[config.mk]
export PLATFORM = sky130hd
export DESIGN_NAME = id_ex_elastic_reg_flat
export DESIGN_NICKNAME = d
export VERILOG_FILES = /design/src/rtl/id_ex_elastic_reg_if.sv /design/src/rtl/id_ex_elastic_reg.sv /design/src/flat_wrapper.sv
export SDC_FILE = /design/constraint.sdc
export NUM_CORES = 1
export LEC_CHECK = 0
export CORE_AREA = 4 4 197 199
export DETAILED_ROUTE_END_ITERATION = 10
export DIE_AREA = 0 0 201 203
export PLACE_DENSITY = 0.76
export SETUP_SLACK_MARGIN = 0.05
export SYNTH_ARGS = -nofsm -noshare
export SYNTH_HDL_FRONTEND = slang
export SYNTH_SLANG_ARGS = --single-unit
[constraint.sdc]
create_clock -name clk -period 1.53 [get_ports clk]
set_input_delay 0.306 -clock clk [delete_from_list [all_inputs] [get_ports clk]]
set_output_delay 0.306 -clock clk [all_outputs]
set_load 0.05 [all_outputs]
[src/rtl/id_ex_elastic_reg_if.sv]
// ID->EX boundary bus: decode-side beat, forwarding lanes, flush and execute-side entry.
// The decode/hazard side uses the master view; the stage register uses the slave view.
interface id_ex_elastic_reg_if #(
    parameter int XLEN    = 32,
    parameter int NUM_SRC = 2,
    parameter int REG_AW  = 5,
    parameter int CTRL_W  = 12
);
    logic                      in_valid;
    logic                      in_ready;
    logic [XLEN-1:0]           in_pc;
    logic [XLEN-1:0]           in_pc4;
    logic [XLEN-1:0]           in_imm;
    logic [NUM_SRC*XLEN-1:0]   in_src;
    logic [REG_AW-1:0]         in_wr;
    logic [CTRL_W-1:0]         in_ctrl;
    logic [NUM_SRC-1:0]        cap_fw_en;
    logic [NUM_SRC*XLEN-1:0]   cap_fw_data;
    logic [NUM_SRC-1:0]        hold_fw_en;
    logic [NUM_SRC*XLEN-1:0]   hold_fw_data;
    logic                      flush;
    logic                      out_valid;
    logic                      out_ready;
    logic [XLEN-1:0]           out_pc;
    logic [XLEN-1:0]           out_pc4;
    logic [XLEN-1:0]           out_imm;
    logic [NUM_SRC*XLEN-1:0]   out_src;
    logic [REG_AW-1:0]         out_wr;
    logic [CTRL_W-1:0]         out_ctrl;
    logic [1:0]                occupancy;

    modport master (
        output in_valid, in_pc, in_pc4, in_imm, in_src, in_wr, in_ctrl,
        output cap_fw_en, cap_fw_data, hold_fw_en, hold_fw_data, flush, out_ready,
        input  in_ready, out_valid, out_pc, out_pc4, out_imm, out_src, out_wr, out_ctrl, occupancy
    );

    modport slave (
        input  in_valid, in_pc, in_pc4, in_imm, in_src, in_wr, in_ctrl,
        input  cap_fw_en, cap_fw_data, hold_fw_en, hold_fw_data, flush, out_ready,
        output in_ready, out_valid, out_pc, out_pc4, out_imm, out_src, out_wr, out_ctrl, occupancy
    );
endinterface

[src/rtl/id_ex_elastic_reg.sv]
// ID->EX elastic stage register: OUT entry plus one skid entry, flush, capture-time and
// late (held-entry) operand forwarding. in_ready comes purely from registered state.
module id_ex_elastic_reg #(
    parameter int XLEN               = 32,
    parameter int NUM_SRC            = 2,
    parameter int REG_AW             = 5,
    parameter int CTRL_W             = 12,
    parameter bit ZERO_DATA_ON_FLUSH = 1'b0
) (
    input  logic                clk,
    input  logic                rst,
    id_ex_elastic_reg_if.slave  bus
);
    typedef struct packed {
        logic [XLEN-1:0]         pc;
        logic [XLEN-1:0]         pc4;
        logic [XLEN-1:0]         imm;
        logic [NUM_SRC*XLEN-1:0] src;
        logic [REG_AW-1:0]       wr;
        logic [CTRL_W-1:0]       ctrl;
    } entry_t;

    entry_t     out_reg, out_next;
    entry_t     skid_reg, skid_next;
    entry_t     beat;
    logic       out_valid_reg, out_valid_next;
    logic       skid_valid_reg, skid_valid_next;
    logic [1:0] occupancy_reg;
    logic [NUM_SRC*XLEN-1:0] cap_src;
    logic       acc;
    logic       con;

    generate
        for (genvar gi = 0; gi < NUM_SRC; gi++) begin : g_cap
            assign cap_src[gi*XLEN +: XLEN] = bus.cap_fw_en[gi] ? bus.cap_fw_data[gi*XLEN +: XLEN]
                                                                 : bus.in_src[gi*XLEN +: XLEN];
        end
    endgenerate

    assign beat.pc   = bus.in_pc;
    assign beat.pc4  = bus.in_pc4;
    assign beat.imm  = bus.in_imm;
    assign beat.src  = cap_src;
    assign beat.wr   = bus.in_wr;
    assign beat.ctrl = bus.in_ctrl;

    assign acc = bus.in_valid & ~skid_valid_reg & ~bus.flush;
    assign con = out_valid_reg & bus.out_ready;

    always_comb begin
        out_next        = out_reg;
        skid_next       = skid_reg;
        out_valid_next  = out_valid_reg;
        skid_valid_next = skid_valid_reg;
        if (bus.flush) begin
            out_valid_next  = 1'b0;
            skid_valid_next = 1'b0;
            if (ZERO_DATA_ON_FLUSH) begin
                out_next  = '0;
                skid_next = '0;
            end else begin
                out_next.ctrl  = '0;
                skid_next.ctrl = '0;
            end
        end else if (skid_valid_reg && con) begin
            out_next        = skid_reg;
            skid_valid_next = 1'b0;
        end else if (!out_valid_reg || con) begin
            if (acc) begin
                out_next       = beat;
                out_valid_next = 1'b1;
            end else begin
                // An empty OUT entry must look like a bubble downstream.
                out_valid_next = 1'b0;
                out_next.ctrl  = '0;
            end
        end else begin
            for (int i = 0; i < NUM_SRC; i++) begin
                if (bus.hold_fw_en[i]) begin
                    out_next.src[i*XLEN +: XLEN] = bus.hold_fw_data[i*XLEN +: XLEN];
                end
            end
            if (acc) begin
                skid_next       = beat;
                skid_valid_next = 1'b1;
            end
        end
    end

    always_ff @(posedge clk) begin
        if (rst) begin
            out_reg        <= '0;
            skid_reg       <= '0;
            out_valid_reg  <= 1'b0;
            skid_valid_reg <= 1'b0;
            occupancy_reg  <= 2'd0;
        end else begin
            out_reg        <= out_next;
            skid_reg       <= skid_next;
            out_valid_reg  <= out_valid_next;
            skid_valid_reg <= skid_valid_next;
            occupancy_reg  <= {1'b0, out_valid_next} + {1'b0, skid_valid_next};
        end
    end

    assign bus.in_ready  = ~skid_valid_reg;
    assign bus.out_valid = out_valid_reg;
    assign bus.out_pc    = out_reg.pc;
    assign bus.out_pc4   = out_reg.pc4;
    assign bus.out_imm   = out_reg.imm;
    assign bus.out_src   = out_reg.src;
    assign bus.out_wr    = out_reg.wr;
    assign bus.out_ctrl  = out_reg.ctrl;
    assign bus.occupancy = occupancy_reg;
endmodule
[src/flat_wrapper.sv]
// flat-port wrapper written by rule: the top's interface ports become plain ports
module id_ex_elastic_reg_flat 
#(
    parameter int XLEN               = 32,
    parameter int NUM_SRC            = 2,
    parameter int REG_AW             = 5,
    parameter int CTRL_W             = 12,
    parameter bit ZERO_DATA_ON_FLUSH = 1'b0
)
  (clk, rst, bus_in_valid, bus_in_pc, bus_in_pc4, bus_in_imm, bus_in_src, bus_in_wr, bus_in_ctrl, bus_cap_fw_en, bus_cap_fw_data, bus_hold_fw_en, bus_hold_fw_data, bus_flush, bus_out_ready, bus_in_ready, bus_out_valid, bus_out_pc, bus_out_pc4, bus_out_imm, bus_out_src, bus_out_wr, bus_out_ctrl, bus_occupancy);
  id_ex_elastic_reg_if #(.XLEN(XLEN), .NUM_SRC(NUM_SRC), .REG_AW(REG_AW), .CTRL_W(CTRL_W)) bus_i ();
  input  logic clk;
  input  logic rst;
  input wire logic [$bits(bus_i.in_valid)-1:0] bus_in_valid;
  input wire logic [$bits(bus_i.in_pc)-1:0] bus_in_pc;
  input wire logic [$bits(bus_i.in_pc4)-1:0] bus_in_pc4;
  input wire logic [$bits(bus_i.in_imm)-1:0] bus_in_imm;
  input wire logic [$bits(bus_i.in_src)-1:0] bus_in_src;
  input wire logic [$bits(bus_i.in_wr)-1:0] bus_in_wr;
  input wire logic [$bits(bus_i.in_ctrl)-1:0] bus_in_ctrl;
  input wire logic [$bits(bus_i.cap_fw_en)-1:0] bus_cap_fw_en;
  input wire logic [$bits(bus_i.cap_fw_data)-1:0] bus_cap_fw_data;
  input wire logic [$bits(bus_i.hold_fw_en)-1:0] bus_hold_fw_en;
  input wire logic [$bits(bus_i.hold_fw_data)-1:0] bus_hold_fw_data;
  input wire logic [$bits(bus_i.flush)-1:0] bus_flush;
  input wire logic [$bits(bus_i.out_ready)-1:0] bus_out_ready;
  output wire logic [$bits(bus_i.in_ready)-1:0] bus_in_ready;
  output wire logic [$bits(bus_i.out_valid)-1:0] bus_out_valid;
  output wire logic [$bits(bus_i.out_pc)-1:0] bus_out_pc;
  output wire logic [$bits(bus_i.out_pc4)-1:0] bus_out_pc4;
  output wire logic [$bits(bus_i.out_imm)-1:0] bus_out_imm;
  output wire logic [$bits(bus_i.out_src)-1:0] bus_out_src;
  output wire logic [$bits(bus_i.out_wr)-1:0] bus_out_wr;
  output wire logic [$bits(bus_i.out_ctrl)-1:0] bus_out_ctrl;
  output wire logic [$bits(bus_i.occupancy)-1:0] bus_occupancy;
  assign bus_i.in_valid = bus_in_valid;
  assign bus_i.in_pc = bus_in_pc;
  assign bus_i.in_pc4 = bus_in_pc4;
  assign bus_i.in_imm = bus_in_imm;
  assign bus_i.in_src = bus_in_src;
  assign bus_i.in_wr = bus_in_wr;
  assign bus_i.in_ctrl = bus_in_ctrl;
  assign bus_i.cap_fw_en = bus_cap_fw_en;
  assign bus_i.cap_fw_data = bus_cap_fw_data;
  assign bus_i.hold_fw_en = bus_hold_fw_en;
  assign bus_i.hold_fw_data = bus_hold_fw_data;
  assign bus_i.flush = bus_flush;
  assign bus_i.out_ready = bus_out_ready;
  assign bus_in_ready = bus_i.in_ready;
  assign bus_out_valid = bus_i.out_valid;
  assign bus_out_pc = bus_i.out_pc;
  assign bus_out_pc4 = bus_i.out_pc4;
  assign bus_out_imm = bus_i.out_imm;
  assign bus_out_src = bus_i.out_src;
  assign bus_out_wr = bus_i.out_wr;
  assign bus_out_ctrl = bus_i.out_ctrl;
  assign bus_occupancy = bus_i.occupancy;
  id_ex_elastic_reg #(.XLEN(XLEN), .NUM_SRC(NUM_SRC), .REG_AW(REG_AW), .CTRL_W(CTRL_W), .ZERO_DATA_ON_FLUSH(ZERO_DATA_ON_FLUSH)) u_core (.clk(clk), .rst(rst), .bus(bus_i));
endmodule
After elaboration in Yosys (flattened, before gate mapping)
Index checks and enable logic that the tools add are counted.

Add/sub/neg operators: 1. Eq/ne operators: 1. Muxes and demuxes: 18. Bitwise logic cells: 7. Reductions and logical operators: 13.

Operator list (number): $mux W177 (1); $mux W165 (1); $mux W32 (4); $mux W96 (1); $mux W64 (1); $mux W17 (1); $mux W12 (1); $reduce_and A3 Y1 (4); $mux W1 (8); $reduce_bool A3 Y1 (2); $not A1 Y1 (4); $reduce_and A4 Y1 (1); $reduce_bool A2 Y1 (2); $and A1 B1 Y1 (3); $ne A3 B1 Y1 const B (1); $add A1 B1 Y2 (1); $reduce_or A2 Y1 (1); $logic_and A1 B1 Y1 (1); $logic_not A1 Y1 (1); $logic_or A1 B1 Y1 (1).

Output and inout port bits: 181. Input bits: 314. Word-level logic and storage cells: 56. Flip-flop bits (word level): 358.

Logic depth before layout (Yosys ltp)
Depth in word-level cells: 8. Mapped depth: 9. Depth with buffers taken out: 4.

Worst setup path before layout
Ideal clock, no wire load.

Kind: flip-flop to flip-flop. From: register u_core.out_valid_reg, in the netlist u_core.bus.out_valid. To: register u_core.skid_reg[113] in the netlist's numbering. Library setup time: 0.132 ns. Buffers on the path: 5. Required time: 1.398 ns. Stages on the path, launching flop included: 10. Data arrival time: 1.871 ns. Period minus slack after synthesis: 2.003 ns. Slack: -0.473 ns. Path through: dfxtp_1 -> buf_4 -> nand2b_1 -> buf_2 -> or3_1 -> buf_2 -> buf_4 -> buf_6 -> nand2_1 -> a21oi_1.

Longest elaborated chain between the ends: 4. Elaborated cells between the ends (all ways): 7. Classes of those cells: bitwise (3); reduce/logical (4).

RTL lines: start, declared (RTL line id_ex_elastic_reg.sv:26) `logic out_valid_reg, out_valid_next;`; start signal, assigned (RTL line id_ex_elastic_reg.sv:100) `out_valid_reg <= out_valid_next;`; $and A1 B1 Y1 or $logic_not A1 Y1 (tied branches) (RTL line id_ex_elastic_reg.sv:48, id_ex_elastic_reg.sv:68); $logic_and A1 B1 Y1 or $logic_or A1 B1 Y1 (tied branches) (RTL line id_ex_elastic_reg.sv:65, id_ex_elastic_reg.sv:68); $not A1 Y1 (no line); $reduce_and A4 Y1 (no line) *; end signal, assigned (RTL line id_ex_elastic_reg.sv:99) `skid_reg <= skid_next;`; end, declared (RTL line id_ex_elastic_reg.sv:24) `entry_t skid_reg, skid_next;`.

Mark *: on every way between the ends. The rest lies on a longest branch, timed or not. A chain may end at the register's enable or synchronous reset.

Final worst setup path
From: register u_core.skid_valid_reg. To: register u_core.skid_reg[19] in the netlist's numbering.

Longest elaborated chain between the ends: 4. Elaborated cells between the ends (all ways): 6. Classes of those cells: bitwise (4); reduce/logical (2).

RTL lines: start, declared (RTL line id_ex_elastic_reg.sv:27) `logic skid_valid_reg, skid_valid_next;`; start signal, assigned (RTL line id_ex_elastic_reg.sv:101) `skid_valid_reg <= skid_valid_next;`; $not A1 Y1 (RTL line id_ex_elastic_reg.sv:47) `assign acc = bus.in_valid & ~skid_valid_reg & ~bus.flush;`; $and A1 B1 Y1 (2 in a row) (RTL line id_ex_elastic_reg.sv:47); $reduce_and A4 Y1 (no line) *.

Marked as above.

==> impl_metrics.csv <==
group,metric,value,unit
placed_design,dp.cells,2783,
synthesis,synth_cells,1872,
die,fp.dieH,203,µm
die,die_x,201,µm
timing,setup_viol_count_final,353,
timing,rsz0062_at_grt,"yes",
drt,wl_per_cell,20.7,µm
die,ios,495,
placed_design,dp_hpwl,40.7,mm
drt,dr.pass1.iters,5,
critical_path,slowest_stage,"dfxtp_4",
critical_path,critPathRequiredTime,1.93,ns
synthesis,synth_edf_count,0,
drt,avgViaCountPerCell,5.74,
critical_path,rr_endpoint,"u_core.skid_reg[19]",
timing,fin_skew,0.0124,ns
die,core_area,37200,µm²
cts,cts_buffers,39,
critical_path,cp-end-kind,"flop",
run_status,violations,"setup timing",
synthesis,yosys_most_used_dff,"dfxtp_1",
critical_path,path_delay_family,"buffers and inverters",
critical_path,cp-endpoint,"u_core.skid_reg[19]",
global_route,antenna_found_initial,6,
cts,clkLatencyLatePin,0.52,ns
critical_path,cp_slowest_stage_delay,0.35,ns
global_route,grt_pass1_vias,15893,
cells_and_area,nFillCells,2573,
critical_path,path_cells,"nand2b_4 -> buf_12 -> nor3_4 -> buf_6 -> buf_12 -> clkbuf_16 -> buf_8 -> nor2_1 -> a211oi_1",
drt,ant_nets,0,
placed_design,place_ws,-0.670,ns
drt,drc,0,
critical_path,worstPathMaxFanout,7,
power,leakagePower,9.55,nW
critical_path,startpoint_type,"flop",
timing,timing.final.max_slew_violations,0,
timing,hold_viol,0,
cts,cts-htree-levels,2,
timing,fin_crit_sh,1.17,
critical_path,critPathMostFrequentCell,"buf_12",
synthesis,ys_ff_latch,358,
hold_path,hold_class,"primary input to flop",
cts,clk_pin_slew,0.06,ns
timing,slew_headroom,0.639,
cells_and_area,instances_no_fill,2887,
run_status,outcome,"finished, violations left",
timing,max_freq,558,MHz
synthesis,syn_area,15400,µm²
critical_path,cp-startpoint,"u_core.skid_valid_reg",
cts,clock-sinks,358,
drt,totalWireLength,59.6,mm
die,die_area,40800,µm²
timing,setup_slack,-0.263,ns
power,powerDensity,961,nW/µm²
global_route,grt_max_degree,80,
synthesis,synth_cell_types,29,
drt,vias,16567,
cells_and_area,layout_common_cells,"nand2_1 (429), dfxtp_1 (356), clkdlybuf4s50_1 (309)",
critical_path,arrival,2.20,ns
critical_path,crit_buf_inv,5,
cts,cts-root-buf,"clkbuf_16",
global_route,gr-total-overflow,0,
power,peakVddDrop,631,µV
die,num_rows,71,
cells_and_area,drive_gt1_frac,0.244,
timing,fin_tns_setup,-39.91,ns
cells_and_area,largest_register_ffs,177,
global_route,grt_usage,0.257,
cells_and_area,fin_nets,2694,
synthesis,synth.net_count,2187,
placed_design,gp_congestion,0.872,
synthesis,yosysSeqAreaShare,0.465,
synthesis,synth_area_per_cell,8.23,µm²
timing,worst_pin_slew,0.541,ns
die,initial_core_util,0.414,
critical_path,cp.depth,9,
cts,clockBufferDepth,3,
cells_and_area,area_growth,68.9,%
drt,drt_iter0_drc,1084,
placed_design,port_buffers,494,
cts,cts-hold-fix-buffers,0,
timing,min_period,1.79,ns
critical_path,rrSetupSlack,-0.26,ns
global_route,grt_pass1_wl,85.8,mm
job,cap_violations,0,
synthesis,async_reset_ff_frac,0,
critical_path,reg2reg_depth,9,
critical_path,critPathKind,"flop to flop",
cells_and_area,final_common_cell,"nand2_1",
synthesis,yosysWarnings,0,
cts,cts_tree,"built",
critical_path,reg2reg_from,"u_core.skid_valid_reg",
==> per-layer routing <==
layer,share of wire,up-vias,track usage
met5,0,-,0
met4,0.044,0,0.114
met3,0.086,167,0.0591
met2,0.50,906,0.444
met1,0.38,7840,0.305
li1,-,7654,-
==> layout make-up <==
| type | instances | area, µm² | share of cell area |
|---|---|---|---|
| clock buffer | 58 | 1140 | 0.0438 |
| multi-input combinational | 1316 | 8160 | 0.314 |
| inverter | 2 | 7.51 | 0.000289 |
| sequential | 358 | 7170 | 0.276 |
| tap | 474 | 593 | 0.0228 |
| clock inverter | 11 | 134 | 0.00514 |
| antenna | 6 | 15.0 | 0.000577 |
| timing repair buffer | 662 | 8800 | 0.338 |
==> metrics by stage <==
stage	power (mW)	util	hold WS [ns]	area, µm²
after global placement	15.6	0.635	0.442	23600
after floorplan	12.7	-	0.436	16000
after global routing	25.8	0.699	0.104	26000
final	25.0	0.699	0.103	26000
after CTS	25.0	0.672	0.0907	25000
after detailed placement	15.7	0.635	0.447	23600
==> power by group <==
| part | internal, mW | switching, mW |
|---|---|---|
| clock network | 5.51 | 3.82 |
| logic | 2.74 | 2.83 |
| registers | 9.69 | 0.409 |
==> synth_stat cells (all sizes together), types with 2 or more instances <==
library cell,n,share of area
mux2i,64,0.042
a221oi,12,0.0068
nand2b,69,0.029
nor2b,5,0.0025
nand2,429,0.10
clkbuf,91,0.022
inv,2,0.00049
nor2,178,0.043
nor3,13,0.0050
a311oi,101,0.057
a32oi,64,0.036
buf,105,0.039
and2,2,0.00081
dfxtp,358,0.47
a21oi,242,0.079
a211oi,131,0.064
==> how the worst min path moves through the flow <==
stage                         start                   end  cells past startpoint
6_report                        rst  u_core.skid_reg[147]                      2
5_1_grt                         rst  u_core.skid_reg[116]                      2
4_1_cts                         rst   u_core.skid_reg[15]                      2
3_5_place_dp   u_core.skid_reg[160]  u_core.skid_reg[160]                      2
3_3_place_gp   u_core.skid_reg[165]  u_core.skid_reg[165]                      2
2_1_floorplan    u_core.skid_reg[0]    u_core.skid_reg[0]                      2
==> logic make-up after synthesis <==
kind of cell / count (synthesis) / share of synthesized area
DFF: 358 / 0.465
AOI/OAI and AO/OA: 550 / 0.244
and+or+nand+nor: 701 / 0.187
buffers and inverters: 198 / 0.0620
adders and majority gates: 1 / 0.000812
muxes: 64 / 0.0416
==> worst register-to-register path, stage by stage (launching register included) <==
cell	delay, ns
dfxtp_4	0.35
nand2b_4	0.17
buf_12	0.14
nor3_4	0.21
buf_6	0.15
buf_12	0.10
clkbuf_16	0.15
buf_8	0.12
nor2_1	0.05
a211oi_1	0.25
==> what timing repair did <==
item / in CTS / in global routing
gates resized for setup: 23 / 121
cloned: 0 / 13
setup buffers: 1 / 15
endpoints found under the setup margin: 349 / 360
pin swaps: 23 / 31
hold endpoints to repair: 0 / 0
Power figures use the tool's default switching activity.
